<file path="config.mk">
export PLATFORM = sky130hd
export DESIGN_NAME = tk_ctrl
export DESIGN_NICKNAME = d
export VERILOG_FILES = /design/src/rtl/tk_ctrl.sv
export SDC_FILE = /design/constraint.sdc
export NUM_CORES = 1
export LEC_CHECK = 0
export BUFFER_PORTS_ARGS = -buffer_cell sky130_fd_sc_hd__buf_2
export CAP_MARGIN = 25
export CORE_MARGIN = 10
export CORE_UTILIZATION = 45
export CTS_BUF_LIST = sky130_fd_sc_hd__clkbuf_8
export DETAILED_ROUTE_END_ITERATION = 6
export GPL_TIMING_DRIVEN = 1
export PLACE_DENSITY = 0.65
export SYNTH_ARGS = -nofsm -noshare
export SYNTH_HDL_FRONTEND = slang
export SYNTH_SLANG_ARGS = --single-unit
</file>
<file path="constraint.sdc">
create_clock -name clk -period 2.1 [get_ports clk]
set_clock_uncertainty 0.1 [all_clocks]
set_input_delay 0.315 -clock clk [delete_from_list [all_inputs] [get_ports clk]]
set_output_delay 0.315 -clock clk [all_outputs]
set_load 0.05 [all_outputs]
</file>
<file path="src/rtl/tk_ctrl.sv">
// tk_ctrl: register-mapped control block with identity words, CDI storage, debounced GPIO and LED control.
// Optional LED PWM is compiled only when TK_CTRL_LED_PWM_EN is defined.
module tk_ctrl #(
  parameter int          NUM_GPIO_IN     = 2,
  parameter int          NUM_GPIO_OUT    = 2,
  parameter int          CDI_WORDS       = 8,
  parameter int          DEBOUNCE_CYCLES = 16,
  parameter int          PWM_WIDTH       = 8,
  parameter logic [31:0] UDI0            = 32'h0,
  parameter logic [31:0] UDI1            = 32'h0
) (
  input  logic                    clk,
  input  logic                    reset,
  input  logic                    cs,
  input  logic                    we,
  input  logic [7:0]              address,
  input  logic [31:0]             write_data,
  output logic [31:0]             read_data,
  output logic                    ready,
  output logic                    fw_app_mode,
  output logic [2:0]              led,
  input  logic [NUM_GPIO_IN-1:0]  gpio_in,
  output logic [NUM_GPIO_OUT-1:0] gpio_out
);

  localparam logic [7:0] DB_LAST = 8'(DEBOUNCE_CYCLES - 1);

  logic                    wr;
  logic                    app_mode_reg;
  logic [2:0]              mask_reg;
  logic [31:0]             app_start_reg;
  logic [31:0]             app_size_reg;
  logic [31:0]             debug_reg;
  logic [NUM_GPIO_OUT-1:0] gpio_out_reg;
  logic [NUM_GPIO_IN-1:0]  sync1_reg;
  logic [NUM_GPIO_IN-1:0]  sync2_reg;
  logic [NUM_GPIO_IN-1:0]  db_reg;
  logic [NUM_GPIO_IN-1:0]  db_next;
  logic [NUM_GPIO_IN-1:0]  event_reg;
  logic [NUM_GPIO_IN-1:0]  event_next;
  logic [NUM_GPIO_IN-1:0]  event_clr;
  logic [NUM_GPIO_IN-1:0]  flip;
  logic [NUM_GPIO_IN-1:0]  rise;
  logic [7:0]              cnt_reg  [NUM_GPIO_IN];
  logic [7:0]              cnt_next [NUM_GPIO_IN];
  logic [31:0]             cdi_word [8];
  logic [31:0]             duty_rd;
  logic [31:0]             rd;

  assign wr          = cs & we;
  assign ready       = cs;
  assign fw_app_mode = app_mode_reg;
  assign gpio_out    = gpio_out_reg;
  assign read_data   = rd;

  // Per-pin debounce: the bit flips on the cycle the mismatch counter would reach DEBOUNCE_CYCLES.
  for (genvar gi = 0; gi < NUM_GPIO_IN; gi++) begin : g_db
    assign flip[gi]     = (sync2_reg[gi] != db_reg[gi]) && (cnt_reg[gi] == DB_LAST);
    assign cnt_next[gi] = ((sync2_reg[gi] != db_reg[gi]) && !flip[gi]) ? cnt_reg[gi] + 8'd1 : 8'd0;
  end

  assign db_next    = db_reg ^ flip;
  assign rise       = flip & ~db_reg;
  assign event_clr  = (wr && address == 8'h0e) ? write_data[NUM_GPIO_IN-1:0] : '0;
  assign event_next = (event_reg & ~event_clr) | rise;

  always_ff @(posedge clk) begin
    if (reset) begin
      app_mode_reg  <= 1'b0;
      mask_reg      <= 3'b110;
      app_start_reg <= '0;
      app_size_reg  <= '0;
      debug_reg     <= '0;
      gpio_out_reg  <= '0;
      sync1_reg     <= '0;
      sync2_reg     <= '0;
      db_reg        <= '0;
      event_reg     <= '0;
      for (int i = 0; i < NUM_GPIO_IN; i++) cnt_reg[i] <= 8'd0;
    end else begin
      sync1_reg <= gpio_in;
      sync2_reg <= sync1_reg;
      db_reg    <= db_next;
      event_reg <= event_next;
      for (int i = 0; i < NUM_GPIO_IN; i++) cnt_reg[i] <= cnt_next[i];
      if (wr) begin
        case (address)
          8'h08: app_mode_reg <= 1'b1;
          8'h09: mask_reg     <= write_data[2:0];
          8'h0b: gpio_out_reg <= write_data[NUM_GPIO_OUT-1:0];
          8'h0c: if (!app_mode_reg) app_start_reg <= write_data;
          8'h0d: if (!app_mode_reg) app_size_reg  <= write_data;
          8'h10: debug_reg    <= write_data;
          default: ;
        endcase
      end
    end
  end

  // CDI words are locked once the device has entered app mode.
  for (genvar gi = 0; gi < 8; gi++) begin : g_cdi
    if (gi < CDI_WORDS) begin : g_on
      logic [31:0] word_reg;
      always_ff @(posedge clk) begin
        if (reset) begin
          word_reg <= '0;
        end else if (wr && !app_mode_reg && address == 8'(32 + gi)) begin
          word_reg <= write_data;
        end
      end
      assign cdi_word[gi] = word_reg;
    end else begin : g_off
      assign cdi_word[gi] = '0;
    end
  end

`ifdef TK_CTRL_LED_PWM_EN
  logic [PWM_WIDTH-1:0] pwm_cnt_reg;
  logic [PWM_WIDTH-1:0] duty_reg [3];

  always_ff @(posedge clk) begin
    if (reset) begin
      pwm_cnt_reg <= '0;
      for (int i = 0; i < 3; i++) duty_reg[i] <= '1;
    end else begin
      pwm_cnt_reg <= pwm_cnt_reg + 1'b1;
      if (wr && address == 8'h14) duty_reg[2] <= write_data[PWM_WIDTH-1:0];
      if (wr && address == 8'h15) duty_reg[1] <= write_data[PWM_WIDTH-1:0];
      if (wr && address == 8'h16) duty_reg[0] <= write_data[PWM_WIDTH-1:0];
    end
  end

  // An all-ones duty means fully on, so the LED never blinks at maximum brightness.
  for (genvar gi = 0; gi < 3; gi++) begin : g_led
    assign led[gi] = mask_reg[gi] & ((&duty_reg[gi]) | (pwm_cnt_reg < duty_reg[gi]));
  end

  always_comb begin
    duty_rd = '0;
    case (address)
      8'h14:   duty_rd[PWM_WIDTH-1:0] = duty_reg[2];
      8'h15:   duty_rd[PWM_WIDTH-1:0] = duty_reg[1];
      8'h16:   duty_rd[PWM_WIDTH-1:0] = duty_reg[0];
      default: duty_rd = '0;
    endcase
  end
`else
  assign led     = mask_reg;
  assign duty_rd = '0;
`endif

  always_comb begin
    rd = '0;
    if (cs && !we) begin
      case (address)
        8'h00: rd = 32'h746b3163;
        8'h01: rd = 32'h6d6b6466;
        8'h02: rd = 32'h00000005;
        8'h03: rd = {8'h00, 8'(CDI_WORDS), 8'(NUM_GPIO_OUT), 8'(NUM_GPIO_IN)};
        8'h08: rd = {32{app_mode_reg}};
        8'h09: rd[2:0] = mask_reg;
        8'h0a: rd[NUM_GPIO_IN-1:0] = db_reg;
        8'h0b: rd[NUM_GPIO_OUT-1:0] = gpio_out_reg;
        8'h0c: rd = app_start_reg;
        8'h0d: rd = app_size_reg;
        8'h0e: rd[NUM_GPIO_IN-1:0] = event_reg;
        8'h10: rd = debug_reg;
        8'h14, 8'h15, 8'h16: rd = duty_rd;
        8'h30: rd = UDI0;
        8'h31: rd = UDI1;
        default: if (address[7:3] == 5'h04) rd = cdi_word[address[2:0]];
      endcase
    end
  end

endmodule

</file>
==> results by group <==
Status
  – Status: complete, but fails checks
  – Violated checks: negative setup slack

Critical path
  – R2R depth: 7
  – Crit path from: g_cdi[4].g_on.word_reg[4]
  – Critical Path AT: 2.31 ns
  – Critical path destination: read_data[4]
  – Top cell by count, worst path: buf_4
  – Critical Path End Type: primary output
  – Worst setup SP type: flop
  – WS Path Type: flop to primary output
  – Bufs and invs on worst path: 3
  – FF-to-FF End: g_cdi[2].g_on.word_reg[17]
  – Crit-path max cell delay: 0.46 ns
  – Critical Path Fanout Max: 2
  – Cell family with most CP delay: multiplexers
  – Stages on worst setup path: 8
  – R2r setup slk: 0.11 ns
  – Crit path max-delay cell type: mux4_2
  – R2R Path Start: fw_app_mode
  – Crit path cell chain: mux4_2 > mux2i_1 > buf_4 > nor2_2 > o21ai_2 > buf_4 > a31oi_4 > buf_12
  – Required @ worst endpoint: 1.68 ns

Place
  – Pre-CTS setup slack: -0.691 ns
  – Placed cell areas: 0.0192 mm2
  – Post-DP HPWL: 34.5 mm
  – Placed Cells: 2,534
  – Port Buffers: 84
  – Gpl congestion: 0.867

Run
  – Max-cap viol count: 0

Logic synthesis
  – Simple-Gate Fraction of Synth Area: 0.208
  – Number of flops mapped to enable cells by yosys: 0
  – Yosys top cell area share: 0.459
  – Largest cells by area after synthesis: dfxtp_1, nand2_1, a21oi_1
  – XOR/XNOR Fraction of Synth Area: 0.00736
  – Syn. warnings: 0
  – Main combinational cell family by area after synthesis: simple AND/OR/NAND/NOR gates
  – Register area share after synthesis: 0.459
  – Async S/R FF share, synth: 0
  – Mux cell area share after synthesis: 0.130
  – Synth Net Count: 2,069
  – Netlist cell types: 56
  – Area leader, netlist: dfxtp_1
  – Synthesized instance count: 2,021
  – #FFs+latches synth: 382
  – Synth Area in Adders: 0.00150
  – Mean Syn Cell Area: 8.24 um2
  – Most used DFF post-synth: dfxtp_1
  – Synth Cell Area: 0.0166 mm2
  – Post-synthesis compound-gate area fraction: 0.142

Layout
  – Layout area overhead: 28.2%
  – Layout cells sized above 1: 0.233
  – Most frequent cells in the layout: nand2_1, dfxtp_1, a21oi_1
  – Multi-input logic area: 0.00899 mm2
  – Commonest non-fill, non-tap cell in the layout: nand2_1
  – Max reg flops: 256
  – Fillers: 3,192
  – Register area: 0.00767 mm2
  – Fin cells: 2,681
  – Final instance area: 0.0213 mm2
  – Layout Nets: 2,216

Worst hold path
  – Hold Path Origin: cs
  – Hold Path Class: input port to flop
  – Hold Path Stages: 5

GRT
  – Overflow after GRT: 0
  – First-pass GRT wire length: 83.0 mm
  – GR Util All Layers: 0.234
  – Number of global-route vias before repair: 14.7k
  – Antenna violations before repair: 6
  – Maximum number of pins on one net before global-route repair: 102

Timing
  – Worst setup margin: -0.623 ns
  – Finish-stage setup viols: 32
  – Final hold viol count: 0
  – Fin crit share: 1.30
  – Setup TNS: -15.84 ns
  – RSZ-0062 raised after global routing: true
  – Fmax: 367 MHz
  – Worst-margin pin slew: 0.578 ns
  – Slew Limit Fails: 0
  – Min Tclk post-route: 2.72 ns
  – Slew headroom: 0.615

Floorplanning
  – Initial Util: 0.456
  – Core area: 0.0365 mm2
  – # IOs: 85
  – Die Wd: 212 um
  – FP Rows: 70
  – Total die area: 0.0451 mm2
  – DIE HEIGHT: 212 um

Clock network
  – Clk_lat worst skew: 0.63 ns
  – TritonCTS Sinks: 382
  – Clk buf depth: 3
  – H-tree depth: 2
  – CTS tree: done
  – Clock Tree Root: clkbuf_8
  – Clock slew at reported path FFs: 0.06 ns
  – Number of CTS-inserted buffers: 60

Drt
  – DRT Pass-1 Iters: 5
  – Total number of vias: 15.1k
  – DRT iter0 DRCs: 1,412
  – Antenna viol nets, final: 0
  – DRC violations left: 0
  – Routed wire per std cell: 20.2 um
  – Total Routed Length: 54.2 mm
  – Vias per inst: 5.64

Power and ir drop
  – Pwr Total: 0.0143 W
  – Power per standard cell area: 671 mW/mm2
  – Peak supply drop: 0.000420 V
  – Leak pwr: 7.14 nW
-- power breakdown --
group	switching [W]	internal [W]	leakage [nW]	total [W]
logic	0.000599	0.000359	3.36	0.000957
clock network	0.00291	0.00319	0.693	0.00610
registers	0.00000493	0.00726	3.09	0.00726
total	0.00351	0.0108	7.14	0.0143
-- worst min path at each step --
stage          slack, ns           end
6_report            0.19   fw_app_mode
5_1_grt             0.22   fw_app_mode
4_1_cts             0.14   fw_app_mode
3_5_place_dp        0.32  sync2_reg[1]
3_3_place_gp        0.32  sync2_reg[1]
2_1_floorplan       0.31  sync2_reg[0]
-- repair_timing --
| item | 4_1_cts | 5_1_grt |
|---|---|---|
| setup buffers | 2 | 1 |
| hold buffers | 35 | 0 |
| hold endpoints to repair | 339 | 0 |
| resized for setup | 141 | 22 |
| pin swaps | 24 | 12 |
| cloned | 1 | 2 |
| endpoints found under the setup margin | 32 | 32 |
-- worst min-delay path: cells and delay by family --
family | cells | cell delay (ns)
AND/OR/NAND/NOR | 3 | 0.27
AO/OA/AOI/OAI | 1 | 0.14
buffers and inverters | 1 | 0.16
-- cells in the mapped netlist (3+ instances only) --
library cell / number
dfxtp_1: 382
and3_1: 3
or3_1: 5
xnor2_1: 7
a221oi_1: 6
buf_1: 3
buf_2: 47
nand2_1: 679
inv_1: 6
nand3b_1: 3
mux2_2: 7
nand3_1: 13
nor2b_1: 13
and4_1: 5
mux4_2: 64
clkbuf_1: 127
nor2_1: 98
o21ai_0: 30
xor2_1: 7
nand2b_1: 4
buf_4: 9
a21oi_1: 335
buf_6: 3
a222oi_1: 6
a22oi_1: 21
nand4_1: 4
mux2i_1: 65
or4_1: 3
a31oi_1: 25
nor3_1: 6
-- final cells by class --
class                           count  area share
Antenna cell                        3    0.000352
Sequential cell                   382       0.360
Clock buffer                       72      0.0464
Multi-Input combinational cell   1442       0.421
Timing Repair Buffer              276       0.137
Clock inverter                     32     0.00739
Tap cell                          468      0.0274
Inverter                            6     0.00106
-- routing by layer --
layer,wire (um),vias to the layer above,part of all wire,GRT usage
met5,41,-,0.00076,0
met4,1160,6,0.021,0.0721
met3,5020,101,0.093,0.0406
met2,25000,651,0.46,0.375
met1,23000,7246,0.42,0.315
li1,-,7129,-,-
-- kinds of logic (layout without fill, tap and decap cells) --
logic type / count (synthesis) / count (layout)
AND/OR/NAND/NOR: 855 / 855
AO/OA/AOI/OAI: 435 / 435
adder cells (fa/ha/maj): 2 / 2
XOR/XNOR: 14 / 14
buffers and inverters: 197 / 386
flip-flops: 382 / 382
multiplexers: 136 / 136
other: 0 / 3
-- through the flow --
stage | util | hold WS (ns)
5_1_grt | 0.584 | 0.218
4_1_cts | 0.580 | 0.140
3_5_place_dp | 0.526 | 0.320
3_3_place_gp | 0.526 | 0.319
6_report | 0.584 | 0.186
2_1_floorplan | - | 0.314
Note: power is estimated with default switching activity, not from simulation.
